$ cat config.mk
export PLATFORM = sky130hd
export DESIGN_NAME = sid_cfg_ctrl_flat
export DESIGN_NICKNAME = d
export VERILOG_FILES = /design/src/rtl/sid_cfg_ctrl.sv /design/src/rtl/sid_cfg_ctrl_if.sv /design/src/flat_wrapper.sv
export SDC_FILE = /design/constraint.sdc
export NUM_CORES = 1
export LEC_CHECK = 0
export CORE_MARGIN = 2
export CORE_UTILIZATION = 35
export DETAILED_ROUTE_END_ITERATION = 16
export GPL_ROUTABILITY_DRIVEN = 0
export PLACE_DENSITY = 0.68
export SLEW_MARGIN = 25
export SYNTH_ARGS = -nofsm -noshare
export SYNTH_HDL_FRONTEND = slang
export SYNTH_SLANG_ARGS = --single-unit
$ cat constraint.sdc
create_clock -name clk -period 3.2 [get_ports clk]
set_clock_uncertainty 0.2 [all_clocks]
set_input_delay 0.64 -clock clk [delete_from_list [all_inputs] [get_ports clk]]
set_output_delay 0.64 -clock clk [all_outputs]
set_load 0.05 [all_outputs]
$ cat src/rtl/sid_cfg_ctrl.sv
`default_nettype none
// +----------------------------------------------------------------------------+
// | sid_cfg_ctrl : runtime SID configuration controller (unlock/stage/commit   |
// |   on $1D-$1F). Optional macro SID_CFG_TIMEOUT_EN enables the tick timeout. |
// | Revision     : 1.0  initial release                                        |
// +----------------------------------------------------------------------------+

package sid;
  typedef logic [4:0] cycle_t;

  localparam logic MOS6581 = 1'b0;
  localparam logic MOS8580 = 1'b1;

  // addr: bit0 D420, bit1 D500, bit2 DE00, all zero selects D400
  typedef struct packed {
    logic              model;
    logic [2:0]        addr;
    logic [8:0]        fc_base;
    logic signed [10:0] fc_tune;
  } cfg_t;

  localparam cfg_t CFG_DEFAULT = '{model: MOS6581, addr: 3'b000,
                                   fc_base: 9'd250, fc_tune: 11'sd0};
endpackage

module sid_cfg_ctrl (
  input  logic         clk,
  input  logic         res,
  input  logic         tick_ms,
  input  sid::cycle_t  voice_cycle,
  input  sid::cycle_t  filter_cycle,
  sid_cfg_ctrl_if.slave bus,
  output logic         unlocked,
  output sid::cfg_t    sid1_cfg,
  output sid::cfg_t    sid2_cfg
);

  typedef enum logic [2:0] {
    ST_LOCKED   = 3'd0,
    ST_KEY1     = 3'd1,
    ST_KEY2     = 3'd2,
    ST_UNLOCKED = 3'd3,
    ST_PENDING  = 3'd4
  } state_t;

  localparam logic [7:0] KEY_0      = 8'h52;
  localparam logic [7:0] KEY_1      = 8'h44;
  localparam logic [7:0] KEY_2      = 8'h50;
  localparam logic [7:0] CMD_COMMIT = 8'h43;
  localparam logic [7:0] CMD_ABORT  = 8'h41;
  localparam logic [3:0] PTR_END    = 4'd10;

  state_t     r_state, w_state_nxt;
  logic [3:0] r_ptr, w_ptr_nxt;
  sid::cfg_t  r_sh1, r_sh2, w_sh1_nxt, w_sh2_nxt;
  sid::cfg_t  r_cfg1, r_cfg2, w_cfg1_nxt, w_cfg2_nxt;

  logic w_acc, w_ptr_wr, w_data_wr, w_key_wr, w_idle;
  logic w_unused;

  assign w_acc     = bus.wr & bus.cs[0] &
                     ((bus.addr == 5'h1D) | (bus.addr == 5'h1E) | (bus.addr == 5'h1F));
  assign w_ptr_wr  = w_acc & (bus.addr == 5'h1D);
  assign w_data_wr = w_acc & (bus.addr == 5'h1E);
  assign w_key_wr  = w_acc & (bus.addr == 5'h1F);
  assign w_idle    = (voice_cycle == '0) && (filter_cycle == '0);

`ifdef SID_CFG_TIMEOUT_EN
  logic [7:0] r_cnt, w_cnt_nxt;
  logic       w_timed;
  assign w_timed  = (r_state == ST_KEY1) || (r_state == ST_KEY2) || (r_state == ST_UNLOCKED);
  assign w_unused = bus.cs[1];
`else
  assign w_unused = bus.cs[1] ^ tick_ms;
`endif

  always_comb begin
    w_state_nxt = r_state;
    w_ptr_nxt   = r_ptr;
    w_sh1_nxt   = r_sh1;
    w_sh2_nxt   = r_sh2;
    w_cfg1_nxt  = r_cfg1;
    w_cfg2_nxt  = r_cfg2;
`ifdef SID_CFG_TIMEOUT_EN
    w_cnt_nxt   = r_cnt;
`endif
    case (r_state)
      ST_LOCKED: begin
        if (w_key_wr && bus.wdata == KEY_0) w_state_nxt = ST_KEY1;
      end
      ST_KEY1: begin
        if (w_key_wr) w_state_nxt = (bus.wdata == KEY_1) ? ST_KEY2 : ST_LOCKED;
      end
      ST_KEY2: begin
        if (w_key_wr) begin
          if (bus.wdata == KEY_2) begin
            w_state_nxt = ST_UNLOCKED;
            w_sh1_nxt   = r_cfg1;
            w_sh2_nxt   = r_cfg2;
            w_ptr_nxt   = '0;
          end else begin
            w_state_nxt = ST_LOCKED;
          end
        end
      end
      ST_UNLOCKED: begin
        if (w_ptr_wr) begin
          w_ptr_nxt = (bus.wdata[3:0] > PTR_END) ? PTR_END : bus.wdata[3:0];
        end else if (w_data_wr && r_ptr < PTR_END) begin
          // Upper bits outside each field are dropped here so readback shows 0
          case (r_ptr)
            4'd0: begin
              w_sh1_nxt.model = bus.wdata[0];
              w_sh2_nxt.model = bus.wdata[1];
            end
            4'd1:    w_sh2_nxt.addr          = bus.wdata[2:0];
            4'd2:    w_sh1_nxt.fc_base[7:0]  = bus.wdata;
            4'd3:    w_sh1_nxt.fc_base[8]    = bus.wdata[0];
            4'd4:    w_sh1_nxt.fc_tune[7:0]  = bus.wdata;
            4'd5:    w_sh1_nxt.fc_tune[10:8] = bus.wdata[2:0];
            4'd6:    w_sh2_nxt.fc_base[7:0]  = bus.wdata;
            4'd7:    w_sh2_nxt.fc_base[8]    = bus.wdata[0];
            4'd8:    w_sh2_nxt.fc_tune[7:0]  = bus.wdata;
            4'd9:    w_sh2_nxt.fc_tune[10:8] = bus.wdata[2:0];
            default: ;
          endcase
          w_ptr_nxt = r_ptr + 4'd1;
        end else if (w_key_wr) begin
          if (bus.wdata == CMD_COMMIT)     w_state_nxt = ST_PENDING;
          else if (bus.wdata == CMD_ABORT) w_state_nxt = ST_LOCKED;
        end
      end
      ST_PENDING: begin
        if (w_idle) begin
          w_cfg1_nxt  = r_sh1;
          w_cfg2_nxt  = r_sh2;
          w_state_nxt = ST_LOCKED;
        end
      end
      default: w_state_nxt = ST_LOCKED;
    endcase
`ifdef SID_CFG_TIMEOUT_EN
    if (!w_timed || w_acc) begin
      w_cnt_nxt = '0;
    end else if (tick_ms) begin
      // The 255th tick without a write locks the controller
      if (r_cnt == 8'd254) begin
        w_cnt_nxt   = '0;
        w_state_nxt = ST_LOCKED;
      end else begin
        w_cnt_nxt = r_cnt + 8'd1;
      end
    end
`endif
  end

  always_ff @(posedge clk) begin
    if (res) begin
      r_state <= ST_LOCKED;
      r_ptr   <= '0;
      r_sh1   <= sid::CFG_DEFAULT;
      r_sh2   <= sid::CFG_DEFAULT;
      r_cfg1  <= sid::CFG_DEFAULT;
      r_cfg2  <= sid::CFG_DEFAULT;
`ifdef SID_CFG_TIMEOUT_EN
      r_cnt   <= '0;
`endif
    end else begin
      r_state <= w_state_nxt;
      r_ptr   <= w_ptr_nxt;
      r_sh1   <= w_sh1_nxt;
      r_sh2   <= w_sh2_nxt;
      r_cfg1  <= w_cfg1_nxt;
      r_cfg2  <= w_cfg2_nxt;
`ifdef SID_CFG_TIMEOUT_EN
      r_cnt   <= w_cnt_nxt;
`endif
    end
  end

  always_comb begin
    bus.rdata = 8'h00;
    case (r_ptr)
      4'd0:    bus.rdata = {6'b0, r_sh2.model, r_sh1.model};
      4'd1:    bus.rdata = {5'b0, r_sh2.addr};
      4'd2:    bus.rdata = r_sh1.fc_base[7:0];
      4'd3:    bus.rdata = {7'b0, r_sh1.fc_base[8]};
      4'd4:    bus.rdata = r_sh1.fc_tune[7:0];
      4'd5:    bus.rdata = {5'b0, r_sh1.fc_tune[10:8]};
      4'd6:    bus.rdata = r_sh2.fc_base[7:0];
      4'd7:    bus.rdata = {7'b0, r_sh2.fc_base[8]};
      4'd8:    bus.rdata = r_sh2.fc_tune[7:0];
      4'd9:    bus.rdata = {5'b0, r_sh2.fc_tune[10:8]};
      default: bus.rdata = 8'h00;
    endcase
  end

  assign unlocked     = (r_state == ST_UNLOCKED);
  assign bus.rdata_oe = unlocked & (bus.addr == 5'h1E);
  assign sid1_cfg     = r_cfg1;
  assign sid2_cfg     = r_cfg2;

endmodule
`default_nettype wire
$ cat src/rtl/sid_cfg_ctrl_if.sv
`default_nettype none
// +----------------------------------------------------------------------------+
// | sid_cfg_ctrl_if : host register bus seen by sid_cfg_ctrl.                  |
// | Revision        : 1.0  initial release                                     |
// +----------------------------------------------------------------------------+

interface sid_cfg_ctrl_if;
  logic [1:0] cs;
  logic       wr;
  logic [4:0] addr;
  logic [7:0] wdata;
  logic [7:0] rdata;
  logic       rdata_oe;

  modport master (output cs, output wr, output addr, output wdata,
                  input rdata, input rdata_oe);
  modport slave  (input cs, input wr, input addr, input wdata,
                  output rdata, output rdata_oe);
endinterface
`default_nettype wire

$ cat src/flat_wrapper.sv
// flat-port wrapper written by rule: the top's interface ports become plain ports
module sid_cfg_ctrl_flat 
  (clk, res, tick_ms, voice_cycle, filter_cycle, unlocked, sid1_cfg, sid2_cfg, bus_cs, bus_wr, bus_addr, bus_wdata, bus_rdata, bus_rdata_oe);
  sid_cfg_ctrl_if bus_i ();
  input  logic clk;
  input  logic res;
  input  logic tick_ms;
  input  sid::cycle_t voice_cycle;
  input  sid::cycle_t filter_cycle;
  output logic unlocked;
  output sid::cfg_t sid1_cfg;
  output sid::cfg_t sid2_cfg;
  input wire logic [$bits(bus_i.cs)-1:0] bus_cs;
  input wire logic [$bits(bus_i.wr)-1:0] bus_wr;
  input wire logic [$bits(bus_i.addr)-1:0] bus_addr;
  input wire logic [$bits(bus_i.wdata)-1:0] bus_wdata;
  output wire logic [$bits(bus_i.rdata)-1:0] bus_rdata;
  output wire logic [$bits(bus_i.rdata_oe)-1:0] bus_rdata_oe;
  assign bus_i.cs = bus_cs;
  assign bus_i.wr = bus_wr;
  assign bus_i.addr = bus_addr;
  assign bus_i.wdata = bus_wdata;
  assign bus_rdata = bus_i.rdata;
  assign bus_rdata_oe = bus_i.rdata_oe;
  sid_cfg_ctrl u_core (.clk(clk), .res(res), .tick_ms(tick_ms), .voice_cycle(voice_cycle), .filter_cycle(filter_cycle), .bus(bus_i), .unlocked(unlocked), .sid1_cfg(sid1_cfg), .sid2_cfg(sid2_cfg));
endmodule
==> results.sh <==
export IMPL_crit_path_max_fanout=21
export IMPL_crit_chain="nor2b_4, nand2_1, o21ai_0, a32o_1, buf_4"
export IMPL_fp_row_count=44
export IMPL_finalSetupTns_ns=0
export IMPL_min_period_over_period_pct=97.6
export IMPL_die_height_um=125
export IMPL_hold_viol=0
export IMPL_avgSynthCellArea_um2=8.03
export IMPL_grt_pass1_wl_mm=26.7
export IMPL_die_w_um=125
export IMPL_worstPathArrival_ns=2.28
export IMPL_status="finished clean"
export IMPL_cpPeakStageDelay_ns=0.87
export IMPL_netlist_area_um2=5120
export IMPL_drt_iter0_markers=480
export IMPL_grt_usage_pct=20.9
export IMPL_start_kind="flop"
export IMPL_hp_class="reg -> reg"
export IMPL_fmax_mhz=320
export IMPL_post_route_min_period_ns=3.12
export IMPL_clock_latency_ns=0.35
export IMPL_overflow=0
export IMPL_synth_edf_count=0
export IMPL_detail_route_antenna_nets=0
export IMPL_synth_seq_cells=103
export IMPL_dpl_instance_area_um2=6130
export IMPL_cts_buffers=9
export IMPL_syn_inst=638
export IMPL_num_vias=5177
export IMPL_yosys_most_used_dff="dfxtp_1"
export IMPL_area_growth_pct=25.3
export IMPL_htreeDepth=3
export IMPL_relSlewSlack_pct=37.4
export IMPL_power_leakage_nw=2.14
export IMPL_design_area_um2=6420
export IMPL_synthDistinctLibCells=64
export IMPL_path_clk_slew_ns=0.07
export IMPL_synth_seq_area_share_pct=40.2
export IMPL_crit_path_top_delay_cell="dfxtp_1"
export IMPL_wl_per_cell_um=18.3
export IMPL_cts_tree="built"
export IMPL_critPathTopFamily="flip-flops"
export IMPL_io_pins=87
export IMPL_cts_setup_buffers=0
export IMPL_viasPerCell=5.84
export IMPL_setup_viol=0
export IMPL_slew_viol_final=0
export IMPL_layout_drive_gt1_share_pct=9.96
export IMPL_ys_warn_count=0
export IMPL_required_ns=2.36
export IMPL_antenna_cells=0
export IMPL_synthArstFlopShare_pct=0
export IMPL_grt_pass1_vias=5122
export IMPL_dp_hpwl_mm=11.0
export IMPL_dieArea_um2=15600
export IMPL_drcViolationCount=0
export IMPL_post_route_util_pct=44.5
export IMPL_powerDensity_nw_per_um2=382
export IMPL_clock_path_buffers=2
export IMPL_start_util_pct=35.5
export IMPL_worst_path_buf_inv=1
export IMPL_numClockSinks=103
export IMPL_io_buffers=84
export IMPL_maxCapViolCount=0
export IMPL_grt_max_degree=89
export IMPL_worstSetupPathType="reg -> out"
export IMPL_first_pass_iters=5
export IMPL_syn_num_nets=671
export IMPL_antenna_found_initial=0
export IMPL_coreArea_um2=14400
export IMPL_rsz0062_at_grt="false"
export IMPL_timing_hold_ws_ns=0.252
export IMPL_tightest_slew_ns=0.938
export IMPL_drt_total_wl_mm=16.2
export IMPL_root_buffer="clkbuf_16"
export IMPL_nets=732
export IMPL_crit_path_end_kind="output pin"
export IMPL_ir_worst_vdd_mv=0.205
## registers in the layout, summed over array words and instances, names as in the netlist
register,cells
u_core.sid1_cfg,24
u_core.sid2_cfg,24
u_core.r_state,3
u_core.r_sh1,24
u_core.r_ptr,4
u_core.r_sh2,24
## repair_timing
| item | 4_1_cts | 5_1_grt |
|---|---|---|
| gates resized for setup | 1 | 2 |
| hold buffers | 0 | 0 |
| setup endpoints to repair | 2 | 5 |
## logic make-up after synthesis
kind of cell,Yosys count,synth area share (%)
mux,6,1.22
buf+inv,59,6.69
flops,103,40.2
simple gates,263,25.4
compound gates,203,25.5
fa+ha+maj,4,0.977
## where the power goes
group	total [W]	switching [W]	internal (W)
sequential	0.00128	0.00000000377	0.00128
combinational	0.0000877	0.0000472	0.0000404
clock	0.00108	0.000483	0.000601
## cells in the mapped netlist (3+ instances only)
| cell | number | area [um^2] |
|---|---|---|
| a2111o_1 | 6 | 67.6 |
| a211oi_1 | 10 | 75.1 |
| a21o_1 | 8 | 60.1 |
| a21oi_1 | 95 | 475 |
| a22o_1 | 3 | 26.3 |
| a22oi_1 | 10 | 75.1 |
| a311oi_1 | 12 | 105 |
| a31o_2 | 3 | 26.3 |
| a31oi_1 | 8 | 50.1 |
| and2_1 | 12 | 75.1 |
| and3_1 | 9 | 56.3 |
| and3_2 | 3 | 22.5 |
| buf_2 | 7 | 35.0 |
| buf_4 | 5 | 37.5 |
| buf_6 | 7 | 78.8 |
| clkbuf_1 | 27 | 101 |
| clkbuf_8 | 4 | 55.1 |
| dfxtp_1 | 103 | 2060 |
| ha_1 | 4 | 50.1 |
| inv_1 | 6 | 22.5 |
| mux2i_1 | 4 | 40.0 |
| nand2_1 | 124 | 465 |
| nand3_1 | 29 | 145 |
| nand4_1 | 6 | 37.5 |
| nor2_1 | 20 | 75.1 |
| nor2b_1 | 6 | 37.5 |
| nor3_1 | 19 | 95.1 |
| nor4_1 | 5 | 31.3 |
| o21a_1 | 3 | 22.5 |
| o21ai_0 | 24 | 120 |
| o21bai_1 | 6 | 45.0 |
| or3_1 | 10 | 62.6 |
## per-layer routing
| layer | vias to the layer above | routed length, um | GRT usage (%) |
|---|---|---|---|
| li1 | 2428 | - | - |
| met1 | 2465 | 6670 | 26.6 |
| met2 | 232 | 7860 | 34.2 |
| met3 | 52 | 1120 | 4.11 |
| met4 | 0 | 582 | 9.74 |
| met5 | - | 0 | 0 |
## through the flow
step / setup slack [ns] / power [W] / instances
CTS: 0.00390 / 0.00247 / 887
global route: 0.000867 / 0.00252 / 887
global placement: 0.202 / 0.00139 / 872
detailed placement: 0.150 / 0.00140 / 872
floorplan: 0.0828 / 0.00134 / 638
finish: 0.0770 / 0.00245 / 887
## final timing paths
check | from | end | slack [ns] | cells after the start
max reg2reg | u_core.r_ptr[2]$_SDFFE_PP0P_ | u_core.r_sh2[16]$_SDFFE_PP1P_ | 0.41 | 5
min reg2reg | u_core.r_sh1[22]$_SDFFE_PP0P_ | u_core.sid1_cfg[22]$_SDFFE_PP0P_ | 0.25 | 2
min | u_core.r_sh1[22]$_SDFFE_PP0P_ | u_core.sid1_cfg[22]$_SDFFE_PP0P_ | 0.25 | 2
max | u_core.r_ptr[2]$_SDFFE_PP0P_ | bus_rdata[6] | 0.08 | 5
## worst reg2reg max path: stages, from the launching register on
cell      delay [ns]
dfxtp_1         0.87
nor2b_4         0.50
nand2_1         0.09
o31a_1          0.44
a2111o_1        0.42
a21o_1          0.17
## placed cells by master (no fill, tap or decap), drive strengths merged, types with 7 or more instances in the layout
master | synthesis | layout
a211oi | 10 | 10
a311oi | 13 | 13
clkbuf | 32 | 9
inv | 6 | 7
nor4 | 7 | 7
clkdlybuf4s50 | 0 | 73
a21o | 8 | 8
a22oi | 10 | 10
nand2 | 124 | 124
buf | 20 | 29
and2 | 12 | 12
nand3 | 29 | 29
dfxtp | 103 | 103
or3 | 11 | 11
and3 | 13 | 13
nor2b | 7 | 7
nor3 | 19 | 19
nor2 | 20 | 20
o21ai | 25 | 25
a31oi | 8 | 8
a21oi | 95 | 95
## layout make-up
class / count / area (um^2)
Multi-Input combinational cell: 476 / 2740
Timing Repair Buffer: 102 / 1070
Fill cell: 1426 / 8000
Inverter: 7 / 26.3
Clock buffer: 9 / 225
Sequential cell: 103 / 2060
Clock inverter: 6 / 61.3
Tap cell: 184 / 230
(Power assumes the default switching activity.)
